File: config.mk
export PLATFORM = sky130hd
export DESIGN_NAME = reg_file_param
export DESIGN_NICKNAME = d
export VERILOG_FILES = /design/src/rtl/reg_file_param.sv
export SDC_FILE = /design/constraint.sdc
export NUM_CORES = 1
export LEC_CHECK = 0
export ABC_AREA = 0
export BUFFER_PORTS_ARGS = -buffer_cell sky130_fd_sc_hd__buf_2
export CORE_MARGIN = 4
export CORE_UTILIZATION = 39
export CTS_CLUSTER_SIZE = 28
export DETAILED_ROUTE_END_ITERATION = 10
export PLACE_DENSITY = 0.63
export SLEW_MARGIN = 20
export SYNTH_ARGS = -nofsm -noshare
export SYNTH_HDL_FRONTEND = slang
export SYNTH_SLANG_ARGS = --single-unit
File: constraint.sdc
create_clock -name clk -period 1.56 [get_ports clk]
set_clock_uncertainty 0.05 [all_clocks]
set_input_delay 0.312 -clock clk [delete_from_list [all_inputs] [get_ports clk]]
set_output_delay 0.312 -clock clk [all_outputs]
set_load 0.02 [all_outputs]
File: src/rtl/reg_file_param.sv
`default_nettype none
// +--------------------------------------------------------------------------+
// | Module   : reg_file_param                                                |
// | Function : Parametrised register file for the 8-bit MIPS datapath.      |
// |            Two registered read ports, one write port, optional           |
// |            hardwired-zero register 0, and a per-register pending         |
// |            scoreboard for decode-stage RAW hazard detection.             |
// |            Optional macro REGFILE_BYPASS_EN selects write-first reads    |
// |            when a read and a write hit the same address in one cycle.    |
// | Revision : 1.0 - initial release                                         |
// +--------------------------------------------------------------------------+
module reg_file_param #(
  parameter int WIDTH    = 8,
  parameter int DEPTH    = 4,
  parameter int AW       = $clog2(DEPTH),
  parameter int ZERO_REG = 1
) (
  input  logic             clk,
  input  logic             rst_n,
  input  logic             rd_en,
  input  logic [AW-1:0]    rd_addr1,
  input  logic [AW-1:0]    rd_addr2,
  input  logic             wr_en,
  input  logic [AW-1:0]    wr_addr,
  input  logic [WIDTH-1:0] wr_data,
  input  logic             claim_en,
  input  logic [AW-1:0]    claim_addr,
  output logic [WIDTH-1:0] rd_data1,
  output logic [WIDTH-1:0] rd_data2,
  output logic             busy1,
  output logic             busy2,
  output logic             stall
);

  localparam bit ZERO_EN = (ZERO_REG != 0);

  logic [WIDTH-1:0] regs_q      [DEPTH];
  logic [WIDTH-1:0] regs_d      [DEPTH];
  logic [DEPTH-1:0] pending_q;
  logic [DEPTH-1:0] pending_d;
  logic [WIDTH-1:0] rd_data_q   [2];
  logic [WIDTH-1:0] rd_data_d   [2];
  logic [1:0]       busy_q;
  logic [1:0]       busy_d;
  logic [AW-1:0]    rd_addr_v   [2];

  // Next storage and scoreboard state: write clears pending, a claim then re-sets it
  always_comb begin
    regs_d    = regs_q;
    pending_d = pending_q;
    if (wr_en) begin
      if (!(ZERO_EN && (wr_addr == '0))) begin
        regs_d[wr_addr] = wr_data;
      end
      pending_d[wr_addr] = 1'b0;
    end
    if (claim_en) begin
      pending_d[claim_addr] = 1'b1;
    end
    // Register 0 can never be in flight when it is hardwired to zero
    if (ZERO_EN) begin
      pending_d[0] = 1'b0;
    end
  end

  // Read-port capture for both ports; outputs hold while rd_en is low
  always_comb begin
    rd_addr_v[0] = rd_addr1;
    rd_addr_v[1] = rd_addr2;
    rd_data_d    = rd_data_q;
    busy_d       = busy_q;
    if (rd_en) begin
      for (int p = 0; p < 2; p++) begin
`ifdef REGFILE_BYPASS_EN
        // Write-first: a same-cycle write is forwarded, and its pending
        // clear is seen unless a claim re-targets that register this cycle
        rd_data_d[p] = regs_d[rd_addr_v[p]];
        if (wr_en && (wr_addr == rd_addr_v[p])) begin
          busy_d[p] = pending_d[rd_addr_v[p]];
        end else begin
          busy_d[p] = pending_q[rd_addr_v[p]];
        end
`else
        // Read-first: decode sees the pre-write value and pre-clear pending bit
        rd_data_d[p] = regs_q[rd_addr_v[p]];
        busy_d[p]    = pending_q[rd_addr_v[p]];
`endif
        if (ZERO_EN && (rd_addr_v[p] == '0)) begin
          rd_data_d[p] = '0;
          busy_d[p]    = 1'b0;
        end
      end
    end
  end

  // State registers with synchronous active-low reset overriding all requests
  always_ff @(posedge clk) begin
    if (!rst_n) begin
      regs_q    <= '{default: '0};
      pending_q <= '0;
      rd_data_q <= '{default: '0};
      busy_q    <= '0;
    end else begin
      regs_q    <= regs_d;
      pending_q <= pending_d;
      rd_data_q <= rd_data_d;
      busy_q    <= busy_d;
    end
  end

  assign rd_data1 = rd_data_q[0];
  assign rd_data2 = rd_data_q[1];
  assign busy1    = busy_q[0];
  assign busy2    = busy_q[1];
  assign stall    = busy_q[0] | busy_q[1];

endmodule
`default_nettype wire

==> impl_results.md, run 1 <==
* Status: finished clean
* Register area share after synthesis at 0.426
* Synth warnings at 0
* Non-filler cells, final at approximately 330
* RSZ-0062 raised after global routing: no
* Critical path fanouts, max at 3
* Endpoints failing setup at 0
* Synth top area share at 0.426
* Pin count of the biggest net entering global routing at 32
* CTS clk-pin slew, worst paths at about 0.08 ns
* Critical path arrival at about 1.1 ns
* CP Launch Type: flip-flop
* FF+latch area at 901 um2
* Number of library cell types mapped by synthesis at 25
* Post-layout net count at between 200 and 300
* TNS Setup at 0 ns
* Post-CTS sizing at 0
* Top Metal Used: met4
* Commonest cells post-synth: 45 x dfxtp_1, 32 x mux2i_1, 26 x nor2b_1
* Via density at just under 5
* Routed wl met2 at between 1500 and 2000 um
* Yosys top cell by area: dfxtp_1
* Yosys reg bits at between 40 and 50
* Post-Synth Adder-Cell Area at 0
* Die area at around 6700 um2
* Worst slew margin at 0.711
* Hold_buf cts at 0
* Slowest CP cell: dfxtp_1
* Worst skew pair latency at 0.29 ns
* Max stage delay on crit path at ~0.32 ns
* Worst vdd ir at 0.421 mV
* DRT Pass-1 Iters at 4
* I/O Pins at 40
* First-pass GRT wire length at between 7000 and 8000 um
* Die H at 81.7 um
* Postcts setup bufs at 0
* Area occupied by multi-input gates at 1130 um2
* Final ANT Viol Nets at 0
* Dpl hpwl at roughly 3500 um
* N_diodes at 0
* Clock root buffer: clkbuf_8
* Syn Area/Cell at 9.54 um2
* Post-Syn Nets at around 240
* Max cap viols at 0
* Clock sink total at 45
* Vias in the first global route at 1,610
* Critical Path End Type: primary output
* Main combinational cell family by area after synthesis: simple AND/OR/NAND/NOR gates
* DR DRC count at 0
* CTS tree: built
* CP cell instances: or2_2 -> buf_2
* 1st-iter DRT viols at 64
* Post-synth EDFFs at 0
* Crit-path leading delay family: flip-flops
* Simple-gate share of the synthesized area at 0.250
* Core area at 5170 um2
* Initial antenna violation count at 0
* Wire length on met3 at about 160 um
* Dpl cells at between 300 and 400
* Worst-margin pin slew at roughly 0.43 ns
* Final Cycle Share at 0.905
* Final Hold Vio Count at 0
* Synthesized area at about 2100 um2
* H-tree levels at 2
* GP Congestion at about 0.8
* Most instantiated library cell after synthesis: dfxtp_1
* Total CTS buffers at 5
* Synth area leaders: dfxtp_1 43%, mux2i_1 15%, nor2b_1 7.7%
* Clock Path Buffers at 2
* FP Rows at 26
* Total gr overflow at 0
* Type of the most critical hold path: input port to flip-flop
* Post-synthesis async set-or-reset flop share at 0
* Compound-cell area share of the yosys netlist at 0.120
* Setup CP Type: flip-flop to primary output
* Starting Density at 0.409
* # port buffers at 39
* WL final at between 4000 and 5000 um
* Req. time, crit path at ~1.2 ns
* Max Transition Viols Final at 0
* Buf+Inv Stages, Crit Path at 1
* Share of layout cells above drive strength 1 at 0.220
* Power Dens Cells at just under 900 nW/um2
* Post-layout min period at around 1.4 ns
* Gr usage total at 0.151
* Vias post-DR at about 1,600
* Synth Instances at between 200 and 250
* Met1 wire length at 2450 um
* Xor and xnor area share after synthesis at 0
* F_max at around 710 MHz
* Post-synth top flop: dfxtp_1
* Fill cells at roughly 510
* Layout area overhead at 16.3%
* Die width at between 80 and 90 um
* LEAKAGE at approximately 1.2 nW
* Mux cell area share after synthesis at 0.162
* WL/cell at 14.1 um
tightest hold or removal path: stages:
cell and delay, ns:
buf_2 0.11, nand2_1 0.05, a21boi_0 0.06
through the flow:
| step | setup WS [ns] | hold slack [ns] | utilization | instance area [um2] | power, W |
|---|---|---|---|---|---|
| 2_1_floorplan | 0.378 | 0.401 | - | 2120 | 0.00139 |
| 3_3_place_gp | 0.197 | 0.429 | 0.458 | 2370 | 0.00148 |
| 3_5_place_dp | 0.169 | 0.437 | 0.458 | 2370 | 0.00148 |
| 4_1_cts | 0.136 | 0.239 | 0.476 | 2460 | 0.00219 |
| 5_1_grt | 0.104 | 0.257 | 0.476 | 2460 | 0.00227 |
| 6_report | 0.149 | 0.243 | 0.476 | 2460 | 0.00216 |
layout by cell type (no fill, tap or decap), types with 2 or more instances in the layout:
cell / netlist / final
dfxtp_1: 45 / 45
buf_2: 2 / 39
mux2i_1: 32 / 32
nor2b_1: 26 / 26
nand2_1: 21 / 21
and3_1: 17 / 17
nor2_1: 16 / 16
o31a_1: 16 / 16
a21boi_0: 9 / 9
and2b_1: 8 / 8
clkbuf_8: 0 / 6
buf_4: 3 / 5
nand3b_1: 3 / 3
nor2b_4: 2 / 2
mux2_2: 2 / 2
o21ai_0: 2 / 2
a32oi_1: 2 / 2
cell families (layout without fill, tap and decap cells):
| logic type | count (synthesis) | count (layout) |
|---|---|---|
| flip-flops | 45 | 45 |
| AO/OA/AOI/OAI | 32 | 32 |
| buffers and inverters | 16 | 53 |
| AND/OR/NAND/NOR | 95 | 95 |
| multiplexers | 34 | 34 |
worst paths after layout:
| path | start | end | cells past startpoint | slack, ns |
|---|---|---|---|---|
| worst max-delay path | busy_q[1] | stall | 2 | 0.15 |
| worst max register to register | pending_q[3] | busy_q[0] | 3 | 0.52 |
| worst min register to register | regs_q[0] | regs_q[0] | 2 | 0.44 |
| worst min-delay path | wr_data[2] | regs_q[2] | 3 | 0.24 |
flip-flops by register name, summed over array words and instances (netlist names):
register and flops:
regs_q 24, busy_q 2, rd_data1 8, rd_data2 8, pending_q 3
layer usage:
layer  track usage  vias up
li1              -      835
met2         0.230       26
met5             0        -
met3        0.0274        4
met1         0.215      738
met4        0.0449        0
power breakdown:
| group | switching, W | internal (W) | leakage [nW] |
|---|---|---|---|
| registers | 0.0000264 | 0.00118 | 0.365 |
| clock network | 0.000366 | 0.000350 | 0.0433 |
| logic | 0.000131 | 0.000110 | 0.776 |
cell type report:
cell class,instances,share of cell area
clock inverters,1,0.00305
repair buffers,45,0.103
well taps,70,0.0356
clock buffers,6,0.0336
inverters,1,0.00153
flip-flops and latches,45,0.366
multi-input cells,161,0.458
Note: power is estimated with default switching activity, not from simulation.
==> run 2: changes to the inputs <==
Settings changed: GPL_TIMING_DRIVEN set to 0.
==> run 2 against run 1 <==
Cell area up 1.4%. Die area is the same. Register-to-register slack gained 0.02 ns. Worst setup slack got worse by 0.00077 ns. Combinational power hardly changed. First-iteration DRC count rose by 73%. Non-clock buffer count grew 5. Global-route usage increased by 1.1 points. Power rose by 9.5%. Via count up 3.7%. Largest power group unchanged.
==> impl_results.md, run 2 (synthesis results as in run 1) <==
* DRT Pass-1 Iters at 5
* Top reg by flops: regs_q
* H-tree levels at 2
* Critical path arrival at around 1.1 ns
* FP Rows at 26
* DR DRC count at 0
* WL final at 4950 um
* Post-layout min period at approximately 1.4 ns
* CP Launch Type: flip-flop
* Crit-path leading delay family: flip-flops
* Die width at about 82 um
* Buf+Inv Stages, Crit Path at 1
* CTS tree: built
* Commonest non-fill, non-tap cells in the layout: 45 x dfxtp_1, 37 x buf_2, 32 x mux2i_1
* Max Transition Viols Final at 0
* Hold_buf cts at 0
* # port buffers at 35
* Leading cell type in the layout, fill and taps excluded: dfxtp_1
* First-pass GRT wire length at just over 8000 um
* Postcts setup bufs at 0
* LEAKAGE at between 1 and 1.5 nW
* Worst vdd ir at roughly 0.46 mV
* CP cell instances: or2_2 -> buf_2
* Power Dens Cells at 950 nW/um2
* Hold path depth at 3
* Clock Path Buffers at 2
* Type of the most critical hold path: input port to flip-flop
* Post-CTS sizing at 0
* Flop-to-flop setup slack at around 0.54 ns
* WL/cell at about 15 um
* Clock sink total at 45
* Slowest CP cell: dfxtp_1
* Dpl hpwl at roughly 3800 um
* Largest register FFs at 24
* Pre-CTS setup slack at ~0.25 ns
* Core area at 5170 um2
* Worst R2R Start: pending_q[2]
* Starting Density at 0.409
* Vias in the first global route at roughly 1,600
* Die area at approximately 6700 um2
* Post-layout net count at about 290
* Final Hold Vio Count at 0
* N_diodes at 0
* Hold EP: regs_q[1]
* Setup ws final at roughly 0.15 ns
* Fin Hold WS at ~0.23 ns
* Total gr overflow at 0
* GP Congestion at between 0.7 and 0.8
* CTS clk-pin slew, worst paths at 0.09 ns
* Critical Path End Type: primary output
* Worst slew margin at 0.707
* Req. time, crit path at around 1.2 ns
* Max cap viols at 0
* Max stage delay on crit path at 0.32 ns
* Die H at approximately 82 um
* Hold Startpoint: wr_data[1]
* RSZ-0062 raised after global routing: no
* Vias post-DR at ~1,700
* R2r worst-path depth at 3
* Via density at approximately 5.0
* Critical path fanouts, max at 3
* Routed wl met2 at between 2000 and 2500 um
* Final ANT Viol Nets at 0
* TNS Setup at 0 ns
* Total CTS buffers at 5
* Worst-margin pin slew at roughly 0.44 ns
* Setup CP Type: flip-flop to primary output
* Share of layout cells above drive strength 1 at 0.208
* Layout area overhead at 17.9%
* Final Cycle Share at 0.905
* I/O Pins at 40
* FF-to-FF End: busy_q[0]
* 1st-iter DRT viols at 111
* Worst skew pair latency at ~0.29 ns
* Gr usage total at 0.162
* Initial antenna violation count at 0
* Design Area, Final at around 2500 um2
* Endpoints failing setup at 0
* Wire length on met3 at ~270 um
* Critical path origin: busy_q[1]
* Clock root buffer: clkbuf_8
* Met1 wire length at around 2500 um
* Pin count of the biggest net entering global routing at 14
* Status: finished clean
* Dpl cell area at ~2400 um2
* F_max at around 710 MHz
* Top Metal Used: met4
run 2: cell types whose count changed in the layout (fill, tap and decap cells not counted):
| cell | change |
|---|---|
| buf_12 | -1 |
| buf_2 | -2 |
| buf_4 | -2 |
| buf_6 | +2 |
| bufinv_16 | +1 |
| clkbuf_1 | +8 |
| clkbuf_2 | +1 |
| clkinvlp_4 | -1 |
run 2: per-stage QoR:
stage	total power, W	instances	utilization
floorplan	0.00139	222	-
global placement	0.00148	327	0.460
detailed placement	0.00148	327	0.460
CTS	0.00239	335	0.483
global route	0.00247	335	0.483
finish	0.00237	335	0.483
run 2: worst max path at each step:
stage / end / slack, ns / depth (start not counted)
6_report: stall / 0.15 / 2
5_1_grt: stall / 0.09 / 2
4_1_cts: stall / 0.14 / 2
3_5_place_dp: rd_data2[1] / 0.25 / 4
3_3_place_gp: rd_data2[1] / 0.24 / 4
2_1_floorplan: busy_q[0] / 0.38 / 4
run 2: worst reg2reg max path, delay by kind of cell, from the launching register on:
kind | cells | cell delay, ns
DFF | 1 | 0.35
muxes | 1 | 0.26
AOI/OAI and AO/OA | 2 | 0.26
run 2: layer usage:
layer,global-route usage,up-vias
met1,0.220,770
met2,0.247,39
met4,0.0498,0
met3,0.0471,2
li1,-,851
met5,0,-
run 2: cell type report:
class                   count  area [um2]
inverters                   1        3.75
fillers                   509        2680
plain buffers              15        86.3
multi-input cells         161        1130
repair buffers             35         175
well taps                  70        87.6
flip-flops and latches     45         901
clock inverters             1        30.0
clock buffers               7        86.3
run 2: power breakdown:
| part | switching [W] | internal, W |
|---|---|---|
| Sequential | 0.0000263 | 0.00118 |
| Combinational | 0.000135 | 0.000109 |
| Clock | 0.000397 | 0.000523 |
==> run 3: changes to the inputs <==
Settings changed: REMOVE_ABC_BUFFERS set to 1.
==> run 3 against run 2 <==
Worst hold slack worse by 0.013 ns. Flip-flop and latch count stayed put. Critical path depth unchanged. Die area did not move.
==> impl_results.md, run 3 (synthesis results as in run 1) <==
* Initial antenna violation count at 0
* FF-to-FF End: busy_q[0]
* Largest register FFs at 24
* Final ANT Viol Nets at 0
* Worst-margin pin slew at 0.692 ns
* GP Congestion at ~0.73
* Flop-to-flop setup slack at approximately 0.5 ns
* Share of layout cells above drive strength 1 at 0.205
* Hold EP: regs_q[5]
* Clock Path Buffers at 2
* Vias in the first global route at between 1,500 and 2,000
* Total gr overflow at 0
* Req. time, crit path at 1.20 ns
* F_max at 704 MHz
* CTS tree: built
* Postcts setup bufs at 0
* Post-CTS sizing at 0
* DR DRC count at 0
* CP Launch Type: flip-flop
* Worst slew margin at 0.537
* DRT Pass-1 Iters at 4
* Core area at 5170 um2
* WL final at around 4600 um
* I/O Pins at 40
* Setup CP Type: flip-flop to primary output
* Buf+Inv Stages, Crit Path at 1
* Die area at between 6000 and 7000 um2
* Worst skew pair latency at ~0.30 ns
* TNS Setup at 0 ns
* Max stage delay on crit path at around 0.32 ns
* First-pass GRT wire length at roughly 7600 um
* Vias post-DR at ~1,600
* Post-layout min period at about 1.4 ns
* RSZ-0062 raised after global routing: no
* H-tree levels at 2
* Commonest non-fill, non-tap cells in the layout: 45 x dfxtp_1, 39 x buf_2, 32 x mux2i_1
* CP cell instances: or2_2 -> buf_2
* Endpoints failing setup at 0
* Critical path arrival at around 1.1 ns
* Status: finished clean
* Type of the most critical hold path: input port to flip-flop
* LEAKAGE at roughly 1.2 nW
* Leading cell type in the layout, fill and taps excluded: dfxtp_1
* Dpl hpwl at 3000 um
* Top reg by flops: regs_q
* Hold Startpoint: wr_data[5]
* Worst R2R Start: pending_q[2]
* Starting Density at 0.409
* Slowest CP cell: dfxtp_1
* Hold_buf cts at 0
* WL/cell at 14.3 um
* R2r worst-path depth at 3
* Max Transition Viols Final at 0
* N_diodes at 0
* # port buffers at 39
* Final Cycle Share at 0.911
* Die width at between 80 and 90 um
* Hold path depth at 3
* Total CTS buffers at 5
* Dpl cells at 316
* Clock sink total at 45
* Gr usage total at 0.150
* Power Dens Cells at between 900 and 1000 nW/um2
* Post-layout net count at 274
* Final core utilization at 0.465
* Non-filler cells, final at between 300 and 400
* Critical path fanouts, max at 3
* Clock root buffer: clkbuf_8
* Die H at 81.7 um
* FP Rows at 26
* 1st-iter DRT viols at a little over 60
* Layout area overhead at 13.5%
* Fill cells at roughly 520
* Via density at between 4 and 5
* Max cap viols at 0
* Critical Path End Type: primary output
* Pin count of the biggest net entering global routing at 46
* Crit-path leading delay family: flip-flops
* CTS clk-pin slew, worst paths at about 0.09 ns
* Final Hold Vio Count at 0
* Worst vdd ir at slightly above 0.5 mV
==> run 3: changes by cell type in the layout (fill, tap and decap cells not counted), sizes merged <==
cell	before	now
inv	1	2
clkinvlp	0	1
buf	42	39
clkbuf	15	5
bufinv	1	0
clkinv	0	1
==> run 3: power breakdown <==
part	leakage [nW]	switching (W)	internal, W	total [W]
Sequential	0.365	0.0000216	0.00118	0.00120
Combinational	0.744	0.000135	0.0000988	0.000234
Clock	0.0445	0.000426	0.000318	0.000744
Total	1.15	0.000582	0.00160	0.00218
==> run 3: worst max path at each step <==
| stage | slack [ns] | cells past startpoint | to | startpoint |
|---|---|---|---|---|
| 3_3_place_gp | -0.1 | 4 | rd_data1[2] | rd_en |
| 2_1_floorplan | 0.38 | 3 | pending_q[2] | wr_addr[0] |
| 4_1_cts | 0.13 | 2 | stall | busy_q[1] |
| 3_5_place_dp | -0.09 | 4 | rd_data1[7] | rd_en |
| 6_report | 0.14 | 2 | stall | busy_q[1] |
| 5_1_grt | 0.08 | 4 | rd_data2[5] | rd_en |
==> run 3: per-layer routing <==
| layer | track usage | wire length (um) | up-vias |
|---|---|---|---|
| met5 | 0 | 0 | - |
| met4 | 0.0449 | 47 | 0 |
| met3 | 0.0384 | 241 | 4 |
| met2 | 0.267 | 2190 | 32 |
| met1 | 0.178 | 2140 | 739 |
| li1 | - | - | 826 |
==> run 3: cell type report <==
class / instances / area [um2] / area share
Timing Repair Buffer: 39 / 195 / 0.0812
Multi-Input combinational cell: 161 / 1130 / 0.469
Tap cell: 70 / 87.6 / 0.0364
Inverter: 1 / 3.75 / 0.00156
Clock inverter: 3 / 21.3 / 0.00885
Clock buffer: 5 / 68.8 / 0.0286
Sequential cell: 45 / 901 / 0.375
==> run 3: per-stage QoR <==
stage / total power (W) / setup WS, ns / area, um2 / hold WS [ns]
after CTS: 0.00220 / 0.130 / 2400 / 0.218
after global routing: 0.00227 / 0.0784 / 2400 / 0.229
after global placement: 0.00146 / -0.0992 / 2310 / 0.417
after floorplan: 0.00135 / 0.380 / 2030 / 0.351
after detailed placement: 0.00147 / -0.0908 / 2310 / 0.425
final: 0.00218 / 0.140 / 2400 / 0.221
==> run 3: tightest hold or removal path, cell delays in order <==
cell      delay (ns)
buf_2           0.11
nand2_1         0.05
a21boi_0        0.06
